<file path="config.mk">
export PLATFORM = sky130hd
export DESIGN_NAME = fft_operand_sequencer
export DESIGN_NICKNAME = d
export VERILOG_FILES = /design/src/rtl/fft_operand_sequencer.sv
export SDC_FILE = /design/constraint.sdc
export NUM_CORES = 1
export LEC_CHECK = 0
export CORE_MARGIN = 2
export CORE_UTILIZATION = 47
export DETAILED_ROUTE_END_ITERATION = 10
export GPL_ROUTABILITY_DRIVEN = 0
export PLACE_DENSITY_LB_ADDON = 0.05
export SYNTH_ARGS = -nofsm -noshare
export SYNTH_HDL_FRONTEND = slang
export SYNTH_SLANG_ARGS = --single-unit
</file>
<file path="constraint.sdc">
create_clock -name clk -period 5.82 [get_ports clk]
set_input_delay 0.873 -clock clk [delete_from_list [all_inputs] [get_ports clk]]
set_output_delay 0.873 -clock clk [all_outputs]
set_load 0.005 [all_outputs]
</file>
<file path="src/rtl/fft_operand_sequencer.sv">
// Address/control sequencer for an in-place radix-2 DIT FFT: walks stages and butterflies,
// issues dual reads plus twiddle reads, and delays the addresses to line up with butterfly write-back.
module fft_operand_sequencer #(
    parameter int DATA_WIDTH = 16,
    parameter int LOG2_N     = 8,
    parameter int MEM_RD_LAT = 1,
    parameter int BFLY_LAT   = 2
) (
    input  logic                  clk,
    input  logic                  rst_n,
    input  logic                  start,
    output logic                  busy,
    output logic                  done,
    output logic                  rd_en,
    output logic [LOG2_N-1:0]     rd_addr_n,
    output logic [LOG2_N-1:0]     rd_addr_m,
    output logic [LOG2_N-2:0]     tw_addr,
    input  logic [DATA_WIDTH-1:0] rd_data_n,
    input  logic [DATA_WIDTH-1:0] rd_data_m,
    input  logic [DATA_WIDTH-1:0] tw_data,
    output logic [DATA_WIDTH-1:0] x_N,
    output logic [DATA_WIDTH-1:0] x_M,
    output logic [DATA_WIDTH-1:0] w_N,
    output logic                  op_valid,
    output logic                  wr_en,
    output logic [LOG2_N-1:0]     wr_addr_n,
    output logic [LOG2_N-1:0]     wr_addr_m
);

    localparam int L   = MEM_RD_LAT + BFLY_LAT;
    localparam int K_W = LOG2_N - 1;
    localparam int S_W = $clog2(LOG2_N);
    localparam int C_W = $clog2(L);

    localparam logic [K_W-1:0] K_LAST = '1;
    localparam logic [S_W-1:0] S_LAST = S_W'(LOG2_N - 1);
    localparam logic [C_W-1:0] C_LAST = C_W'(L - 1);

    typedef enum logic [1:0] {ST_IDLE, ST_ISSUE, ST_DRAIN, ST_DONE} state_t;

    state_t         r_state, w_state_nxt;
    logic [K_W-1:0] r_k,     w_k_nxt;
    logic [S_W-1:0] r_s,     w_s_nxt;
    logic [C_W-1:0] r_cnt,   w_cnt_nxt;
    logic           r_armed;

    // NOTE: sequential state uses non-blocking assignments so every register samples pre-edge values.
    always_ff @(posedge clk or negedge rst_n) begin
        if (!rst_n) begin
            r_state <= ST_IDLE;
            r_k     <= '0;
            r_s     <= '0;
            r_cnt   <= '0;
            r_armed <= 1'b0;
        end else begin
            r_state <= w_state_nxt;
            r_k     <= w_k_nxt;
            r_s     <= w_s_nxt;
            r_cnt   <= w_cnt_nxt;
            r_armed <= 1'b1;
        end
    end

    // r_armed blocks a start that arrives on the first edge after reset release.
    // NOTE: every always_comb output gets a default first, so no path can infer a latch.
    always_comb begin
        w_state_nxt = r_state;
        w_k_nxt     = r_k;
        w_s_nxt     = r_s;
        w_cnt_nxt   = r_cnt;
        case (r_state)
            ST_IDLE: begin
                if (start && r_armed) begin
                    w_state_nxt = ST_ISSUE;
                    w_k_nxt     = '0;
                    w_s_nxt     = '0;
                    w_cnt_nxt   = '0;
                end
            end
            ST_ISSUE: begin
                w_k_nxt = r_k + 1'b1;
                if (r_k == K_LAST) begin
                    w_state_nxt = ST_DRAIN;
                    w_cnt_nxt   = '0;
                end
            end
            ST_DRAIN: begin
                w_cnt_nxt = r_cnt + 1'b1;
                if (r_cnt == C_LAST) begin
                    w_cnt_nxt = '0;
                    if (r_s == S_LAST) begin
                        w_state_nxt = ST_DONE;
                    end else begin
                        w_state_nxt = ST_ISSUE;
                        w_s_nxt     = r_s + 1'b1;
                    end
                end
            end
            ST_DONE: begin
                w_state_nxt = ST_IDLE;
                w_s_nxt     = '0;
            end
            default: w_state_nxt = ST_IDLE;
        endcase
    end

    // Butterfly k of stage s: j = position inside the group, g = group index.
    logic [K_W-1:0]    w_mask, w_j, w_g, w_tw;
    logic [LOG2_N-1:0] w_half, w_addr_n;

    assign w_mask   = ~({K_W{1'b1}} << r_s);
    assign w_j      = r_k & w_mask;
    assign w_g      = r_k >> r_s;
    assign w_half   = {{K_W{1'b0}}, 1'b1} << r_s;
    assign w_addr_n = (({1'b0, w_g} << r_s) << 1) | {1'b0, w_j};
    assign w_tw     = w_j << (S_LAST - r_s);

    assign busy      = (r_state == ST_ISSUE) || (r_state == ST_DRAIN);
    assign done      = (r_state == ST_DONE);
    assign rd_en     = (r_state == ST_ISSUE);
    assign rd_addr_n = rd_en ? w_addr_n          : '0;
    assign rd_addr_m = rd_en ? w_addr_n + w_half : '0;
    assign tw_addr   = rd_en ? w_tw              : '0;

    assign x_N = rd_data_n;
    assign x_M = rd_data_m;
    assign w_N = tw_data;

    logic [L-1:0]      r_vld_sr;
    logic [LOG2_N-1:0] r_an_sr [L];
    logic [LOG2_N-1:0] r_am_sr [L];

    // NOTE: the delay lines are reset so an aborted transform can never emit a stray write-back.
    always_ff @(posedge clk or negedge rst_n) begin
        if (!rst_n) begin
            r_vld_sr <= '0;
            for (int i = 0; i < L; i++) begin
                r_an_sr[i] <= '0;
                r_am_sr[i] <= '0;
            end
        end else begin
            r_vld_sr   <= {r_vld_sr[L-2:0], rd_en};
            r_an_sr[0] <= rd_addr_n;
            r_am_sr[0] <= rd_addr_m;
            for (int i = 1; i < L; i++) begin
                r_an_sr[i] <= r_an_sr[i-1];
                r_am_sr[i] <= r_am_sr[i-1];
            end
        end
    end

    assign op_valid  = r_vld_sr[MEM_RD_LAT-1];
    assign wr_en     = r_vld_sr[L-1];
    assign wr_addr_n = r_an_sr[L-1];
    assign wr_addr_m = r_am_sr[L-1];

endmodule

</file>
Word-level counts from Yosys, hierarchy flattened
Cells that the tools add are included.
- output and inout port bits: 92
- flip-flop bits (word level): 66
- bits of input ports: 51
- reductions and logical operators: 10
- shift-type cells: 5
- equal/unequal tests: 10
- bitwise logic cells: 3
- add/sub/neg operators: 5
- multiplexer cells: 18
- operators with widths (kind ; count):
    2-to-1 mux 8 bit ; 2
    2-to-1 mux 2 bit ; 7
    2-to-1 mux 7 bit ; 2
    case mux 7 bit (2 select lines) ; 1
    left shift 7 x 3 -> 7 bit ; 2
    2-to-1 mux 3 bit ; 3
    case mux 3 bit (3 select lines) ; 1
    adder 8 bit ; 1
    bitwise OR 8 x 7 -> 8 bit ; 1
    case mux 2 bit (4 select lines) ; 1
    left shift 1 x 3 -> 8 bit, first input constant ; 1
    adder 7 x 1 -> 7 bit, second input constant ; 1
    bitwise AND 7 bit ; 1
    equality test 7 bit, second input constant ; 1
    inverter 7 bit ; 1
    left shift 7 x 3 -> 7 bit, first input constant ; 1
    >> shifter 7 x 3 -> 7 bit ; 1
    equality test 2 bit, second input constant ; 3
    inequality test 2 bit, second input constant ; 3
    case mux 2 bit (3 select lines) ; 1
    AND reduction 3 bit ; 2
    nonzero test 3 bit ; 2
    AND reduction 4 bit ; 1
    adder 3 x 1 -> 3 bit, second input constant ; 1
    10 further kinds ; 10

Longest topological paths before layout
Gate-level depths: netlist (run 1).
- depth after elaboration: 6
- gate-level depth with buffers: 11
- depth with buffers taken out: 10

Worst setup path after synthesis (run 1)
OpenSTA, ideal clock, no wires.
- path kind: register to output
- from: reg r_s[1]
- to: out rd_addr_m[6]
- buffers on the path: 2
- slack: 2725 ps
- stages on the path, launching flop included: 12
- arrival: 2222 ps
- data required time: 4947 ps
- cell sequence: dfrtp_1 -> buf_2 -> buf_2 -> inv_1 -> ha_1 -> nor2b_1 -> mux2_2 -> ha_1 -> o21a_1 -> o31ai_1 -> a211o_1 -> nand3_1
- longest elaborated chain between the ends: 6
- elaborated cells between the ends (all ways): 9
- those cells by class: 1 x add/sub; 4 x shift; 1 x mux; 3 x bitwise
- ends and longest elaborated chain (element ; RTL line ; text):
    start, declared ; 43 ; logic [S_W-1:0] r_s, w_s_nxt;
    start signal, assigned ; 58 ; r_s <= w_s_nxt;
    branches (longest 4 deep; another with bitwise OR 8 x 7 -> 8 bit) ; -- ;
    adder 8 bit (*) ; 122 ; assign rd_addr_m = rd_en ? w_addr_n + w_half : '0;
    2-to-1 mux 8 bit (*) ; 122 ;
    end, declared ; 16 ; output logic [LOG2_N-1:0] rd_addr_m,
Mark *: on every way between the ends.

Final worst setup path (run 1)
- from: reg r_s[2]
- to: out rd_addr_m[4]
The elaborated chain is that of the path after synthesis.

==> summary.md, run 1 <==
| Metric | Value |
|---|---|
| TritonCTS Sinks | 66 |
| PwrDens | 230 mW/mm^2 |
| Synthesized area | 0.00347 mm^2 |
| DR WL/cell | 14.6 um |
| Switch share | 0.219 |
| Post-synth cell types | 52 |
| Clock Path Buffers | 2 |
| Die X | 90.0 um |
| CP startpoint kind | flop |
| CP Class | flop to output port |
| Clk network pwr share | 0.450 |
| Largest area contributor in the netlist | dfrtp_1 |
| Least-Margin Pin Slew | 800 ps |
| Io pins | 143 |
| Logic pwr share | 0.016 |
| Total Die Area | 0.00809 mm^2 |
| Worst Path Required | 4950 ps |
| Fin crit share | 0.765 |
| Critical-path top delay cell | dfrtp_1 |
| Max FO, Critical Path | 24 |
| Vias in the first global route | 2045 |
| Most frequent cells in the layout | dfrtp_1 (66), clkdlybuf4s50_1 (45), nand2_1 (22) |
| Die H | 90.0 um |
| Post-route DRC | 0 |
| PortBufs | 46 |
| Worst hold path class | flop to flop |
| CP endpoint kind | output port |
| Final cell count without fillers | 415 |
| Synth Register Bits | 66 |
| Mean Syn Cell Area | 10.7 um^2 |
| Commonest non-fill, non-tap cell in the layout | dfrtp_1 |
| Max_cap viols | 0 |
| Worst-path cell chain | inv_1, ha_1, nor2b_1, a31o_2, ha_1, nor2b_1, o31ai_1, nand2_1, a21oi_1, clkdlybuf4s50_1 |
| Setup WS pre-CTS | 1740 ps |
| Layout area overhead | 8.07% |
| Post-synth EDFFs | 0 |
| Top cell type's share of synthesized area | 0.476 |
| Reg clk slew, reported paths | 70 ps |
| Dpl cells | 399 |
| Flop pwr share | 0.534 |
| Layout cell share with drive strength beyond 1 | 0.0981 |
| Antenna Nets Post-Route | 0 |
| Hold_buf cts | 0 |
| CTS tree | done |
| GR Overflow Total | 0 |
| Vias | 2113 |
| Global-route usage over all layers | 0.168 |
| Drt total wl | 6.07 mm |
| Postcts setup bufs | 0 |
| Highest Clock Rate | 0.225 GHz |
| Status | complete, no violations |
| Slowest stage delay, CP | 750 ps |
| Arr. time, crit path | 3580 ps |
| Seq/Total Area, Yosys | 0.476 |
| Largest net degree at the start of global routing | 67 |
| Initial detailed-routing violation count | 134 |
| Synth area leaders | dfrtp_1 (48%), buf_4 (14%), ha_1 (7.2%), nand2_1 (2.4%), o21ai_0 (2.3%) |
| Synth Flop Type | dfrtp_1 |
| Post-DP HPWL | 4.27 mm |
| Final Skew | 7.15 ps |
| PostCTS Resize Cnt | 0 |
| Setup TNS | 0 ps |
| Post-layout min period | 4450 ps |
| Static Leakage | 0.00173 uW |
| Slew headroom | 0.467 |
| CTS buffer count | 9 |
| Starting density of the core | 0.481 |
| Setup slack, reg-to-reg | 2980 ps |
| Synth warn | 0 |
| VDD IR max | 0.130 mV |
| FFs w/ async S/R, synth | 1.00 |
| Layout Nets | 383 |
| Final Hold Viols | 0 |
| Setup ws final | 1370 ps |
| # setup viols final | 0 |
| DRT Pass-1 Iters | 4 |
| Initial antenna violation count | 0 |
| Final slew viol count | 0 |
| Clk root buf | clkbuf_8 |
| First-pass GRT wire length | 10.6 mm |
| N_diodes | 0 |
| Syn Inst Count | 324 |
| Clk_lat worst skew | 340 ps |
| Row count | 31 |
| H-tree depth | 3 |
| Unrepaired setup endpoints after global routing | false |
| Vias per inst | 5.09 |
| Core Area | 0.00721 mm^2 |
| Psw | 189 uW |
| Int Power | 674 uW |
state kept, by name, summed over array words and instances, names as in the netlist:
signal	cells
r_k	7
r_state	2
r_am_sr	16
wr_addr_n	8
r_s	3
r_cnt	2
r_vld_sr	3
wr_addr_m	8
r_an_sr	16
r_armed	1
per-stage QoR:
| step | hold WS (ps) | power [uW] | util | area (um^2) |
|---|---|---|---|---|
| final | 346 | 863 | 0.520 | 3750 |
| after global routing | 351 | 901 | 0.520 | 3750 |
| after CTS | 344 | 876 | 0.520 | 3750 |
| after detailed placement | 335 | 485 | 0.492 | 3550 |
| after global placement | 331 | 485 | 0.492 | 3550 |
| after floorplan | 331 | 499 | - | 3480 |
power by group through the flow:
stage | Clock, uW | Combinational (uW) | Sequential, uW
6_report | 388 | 14.2 | 461
5_1_grt | 423 | 17.2 | 461
4_1_cts | 400 | 15.1 | 461
3_5_place_dp | 0 | 15.1 | 470
3_3_place_gp | 0 | 15.1 | 470
2_1_floorplan | 0 | 29.0 | 470
kinds of logic (layout without fill, tap and decap cells):
family,Yosys count,after routing,share of synthesized area
adders and majority gates,21,21,0.0778
buffers and inverters,85,76,0.163
AOI/OAI and AO/OA,44,44,0.0865
muxes,8,8,0.0339
other,1,2,0.00108
xor gates and xnor gates,6,6,0.0151
DFF,66,66,0.476
and+or+nand+nor,93,93,0.147
routing by layer:
| layer | up-vias | share of wire | track usage | wire, um |
|---|---|---|---|---|
| met2 | 86 | 0.44 | 0.238 | 2660 |
| met4 | 0 | 0.028 | 0.0923 | 171 |
| met5 | - | 0 | 0 | 0 |
| met1 | 998 | 0.47 | 0.229 | 2840 |
| met3 | 29 | 0.066 | 0.0528 | 401 |
| li1 | 1000 | - | - | - |
critical path: cells and delay by family (launching register included):
family	cells	cell delay [ps]
fa+ha+maj	2	530
compound gates	3	670
flops	1	750
simple gates	3	450
buf+inv	2	830
synth_stat cells (4+ instances only):
master    instances
dfrtp_1          66
buf_4            64
nand2_1          22
ha_1             20
o21ai_0          16
nand3_1          13
nor2_1           13
and2_1           12
inv_1            12
nor2b_1          12
a21oi_1           6
xnor2_1           5
buf_2             4
clkbuf_1          4
mux2_2            4
layout make-up:
cell class / count / area (um^2)
multi-input cells: 174 / 1260
clock inverters: 6 / 65.1
fillers: 666 / 3460
well taps: 99 / 124
inverters: 12 / 45.0
flip-flops and latches: 66 / 1650
repair buffers: 48 / 470
clock buffers: 10 / 138
final timing paths:
check                             from            to  depth (start not counted)
setup / recovery                r_s[2]  rd_addr_m[4]                         10
hold reg to reg            r_am_sr[16]    r_am_sr[8]                          0
max in group asynchronous        rst_n   r_am_sr[16]                          2
setup reg to reg                r_s[2]   r_am_sr[22]                          9
min in group asynchronous        rst_n  wr_addr_m[6]                          2
hold / removal             r_am_sr[16]    r_am_sr[8]                          0
Note: power is estimated with default switching activity, not from simulation.
==> inputs of run 2 (changes only) <==
--- a/config.mk
+++ b/config.mk
@@ -6,7 +6,7 @@
 export NUM_CORES = 1
 export LEC_CHECK = 0
 export CORE_MARGIN = 2
-export CORE_UTILIZATION = 47
+export CORE_UTILIZATION = 39
 export DETAILED_ROUTE_END_ITERATION = 10
 export GPL_ROUTABILITY_DRIVEN = 0
 export PLACE_DENSITY_LB_ADDON = 0.05
==> constraint.sdc (replaced) <==
create_clock -name clk -period 3.65 [get_ports clk]
set_input_delay 0.5475 -clock clk [delete_from_list [all_inputs] [get_ports clk]]
set_output_delay 0.5475 -clock clk [all_outputs]
set_load 0.005 [all_outputs]
==> run 2 against run 1 <==
First-iteration DRC count is 37% lower. Setup slack got worse by 1300 ps. Utilization fell by 6.9 points. Routed wire length is 7.7% higher. Power up 49%. Via count down 2.7%. Register-to-register slack got worse by 1600 ps. Final area up 4.2%. Flip-flop and latch count stayed put. Global-route usage fell by 2.3 points. Sequential power up 59%. Hold slack worse by 94 ps.
==> summary.md, run 2 (synthesized netlist as in run 1, its figures left out) <==
| Metric | Value |
|---|---|
| Status | complete, no violations |
| GR Overflow Total | 0 |
| Die H | 98.4 um |
| CP startpoint kind | flop |
| Int Power | 999 uW |
| Final slew viol count | 0 |
| Setup TNS | 0 ps |
| CP endpoint kind | output port |
| Layout Nets | 391 |
| Post-route DRC | 0 |
| Least-Margin Pin Slew | 709 ps |
| PwrDens | 328 mW/mm^2 |
| Post-layout min period | 3530 ps |
| Vias per inst | 4.77 |
| Worst hold path class | input port to async pin |
| Postcts setup bufs | 0 |
| Initial antenna violation count | 0 |
| Fin crit share | 0.967 |
| Clk root buf | clkbuf_8 |
| Worst Path Required | 3100 ps |
| Final Skew | 11.9 ps |
| Commonest non-fill, non-tap cell in the layout | dfrtp_1 |
| CTS tree | done |
| Highest Clock Rate | 0.283 GHz |
| Antenna Nets Post-Route | 0 |
| H-tree depth | 3 |
| # setup viols final | 0 |
| Vias | 2056 |
| Vias in the first global route | 2110 |
| Area of the multi-input gates | 0.00137 mm^2 |
| PortBufs | 46 |
| TritonCTS Sinks | 66 |
| Layout area overhead | 12.6% |
| Clock Path Buffers | 2 |
| Total Die Area | 0.00967 mm^2 |
| Initial detailed-routing violation count | 85 |
| Die X | 98.4 um |
| Core Area | 0.00868 mm^2 |
| Post-DP HPWL | 4.62 mm |
| Max_cap viols | 0 |
| Register area | 0.00165 mm^2 |
| Most frequent cells in the layout | dfrtp_1 (65), clkdlybuf4s50_1 (45), nand2_1 (22) |
| Final Hold Viols | 0 |
| Hold_buf cts | 0 |
| Static Leakage | 0.00176 uW |
| N_diodes | 0 |
| Largest net degree at the start of global routing | 37 |
| Setup ws final | 120 ps |
| Final core occ | 0.451 |
| Clk_lat worst skew | 340 ps |
| Global-route usage over all layers | 0.145 |
| Overall Power | 1280 uW |
| Row count | 34 |
| Setup WS pre-CTS | 277 ps |
| CP Class | flop to output port |
| Logic pwr share | 0.019 |
| CTS buffer count | 9 |
| Clk network pwr share | 0.409 |
| Switch share | 0.222 |
| Largest regs | r_am_sr x16, r_an_sr x16 |
| VDD IR max | 0.174 mV |
| Flop pwr share | 0.572 |
| DP Area | 0.00363 mm^2 |
| DR WL/cell | 15.2 um |
| Arr. time, crit path | 2980 ps |
| Max FO, Critical Path | 9 |
| Io pins | 143 |
| Layout cell share with drive strength beyond 1 | 0.164 |
| Starting density of the core | 0.400 |
| First-pass GRT wire length | 11.0 mm |
| Psw | 286 uW |
| DRT Pass-1 Iters | 4 |
| Drt total wl | 6.54 mm |
| Filler instances | 853 |
| Slew headroom | 0.528 |
| Final instance area | 0.00391 mm^2 |
| Reg clk slew, reported paths | 80 ps |
run 2: changes by cell type in the layout (fill, tap and decap cells not counted), sizes merged:
cell	delta
clkinv	+1
buf	+8
inv	-1
bufinv	-1
run 2: area by class of cell:
cell class                      instances  share of cell area
Sequential cell                        66               0.423
Clock buffer                           10              0.0352
Multi-Input combinational cell        174               0.349
Clock inverter                          5             0.00800
Tap cell                              108              0.0345
Inverter                               12              0.0115
Timing Repair Buffer                   56               0.139
run 2: worst max-delay path, stage by stage (launching register included):
cell	delay [ps]
dfrtp_1	440
buf_4	200
nand2b_4	160
o31a_1	340
fa_2	380
nor2b_4	170
o31ai_4	80
a211o_1	300
nand3_1	80
clkdlybuf4s50_1	510
run 2: timing repair:
action	4_1_cts	5_1_grt
pin swaps	0	3
resized for setup	2	20
setup endpoints to repair	2	6
run 2: final timing paths:
| path | start | to | slack (ps) | cells after the start |
|---|---|---|---|---|
| worst max-delay path | r_s[0] | rd_addr_m[6] | 120 | 9 |
| worst min-delay path | rst_n | r_state[1] | 250 | 1 |
| worst max register to register | r_s[1] | r_am_sr[23] | 1420 | 10 |
| worst min register to register | r_am_sr[21] | r_am_sr[13] | 350 | 0 |
| max in group asynchronous | rst_n | wr_addr_n[5] | 2470 | 2 |
| min in group clk | r_am_sr[21] | r_am_sr[13] | 350 | 0 |
run 2: layer usage:
| metal | global-route usage | vias to the layer above | part of all wire |
|---|---|---|---|
| li1 | - | 1010 | - |
| met1 | 0.214 | 954 | 0.51 |
| met2 | 0.192 | 64 | 0.41 |
| met3 | 0.0501 | 28 | 0.057 |
| met4 | 0.0632 | 0 | 0.024 |
| met5 | 0 | - | 0 |
run 2: stage by stage:
step / cells / hold WS, ps
2_1_floorplan: 325 / 252
6_report: 431 / 251
3_5_place_dp: 416 / 335
3_3_place_gp: 416 / 332
4_1_cts: 431 / 266
5_1_grt: 431 / 289
run 2: power groups by stage:
stage	Sequential [uW]	Clock [uW]	Combinational, uW
5_1_grt	735	587	29.0
3_3_place_gp	749	0	24.9
3_5_place_dp	749	0	24.8
6_report	735	525	24.6
2_1_floorplan	749	0	46.3
4_1_cts	735	549	25.2
==> inputs of run 3 (changes only) <==
--- a/config.mk
+++ b/config.mk
@@ -5,6 +5,7 @@
 export SDC_FILE = /design/constraint.sdc
 export NUM_CORES = 1
 export LEC_CHECK = 0
+export CAP_MARGIN = 15
 export CORE_MARGIN = 2
 export CORE_UTILIZATION = 39
 export DETAILED_ROUTE_END_ITERATION = 10
==> results of run 3 <==
Same layout as run 2: the final DEF is identical, and so are final timing and power.
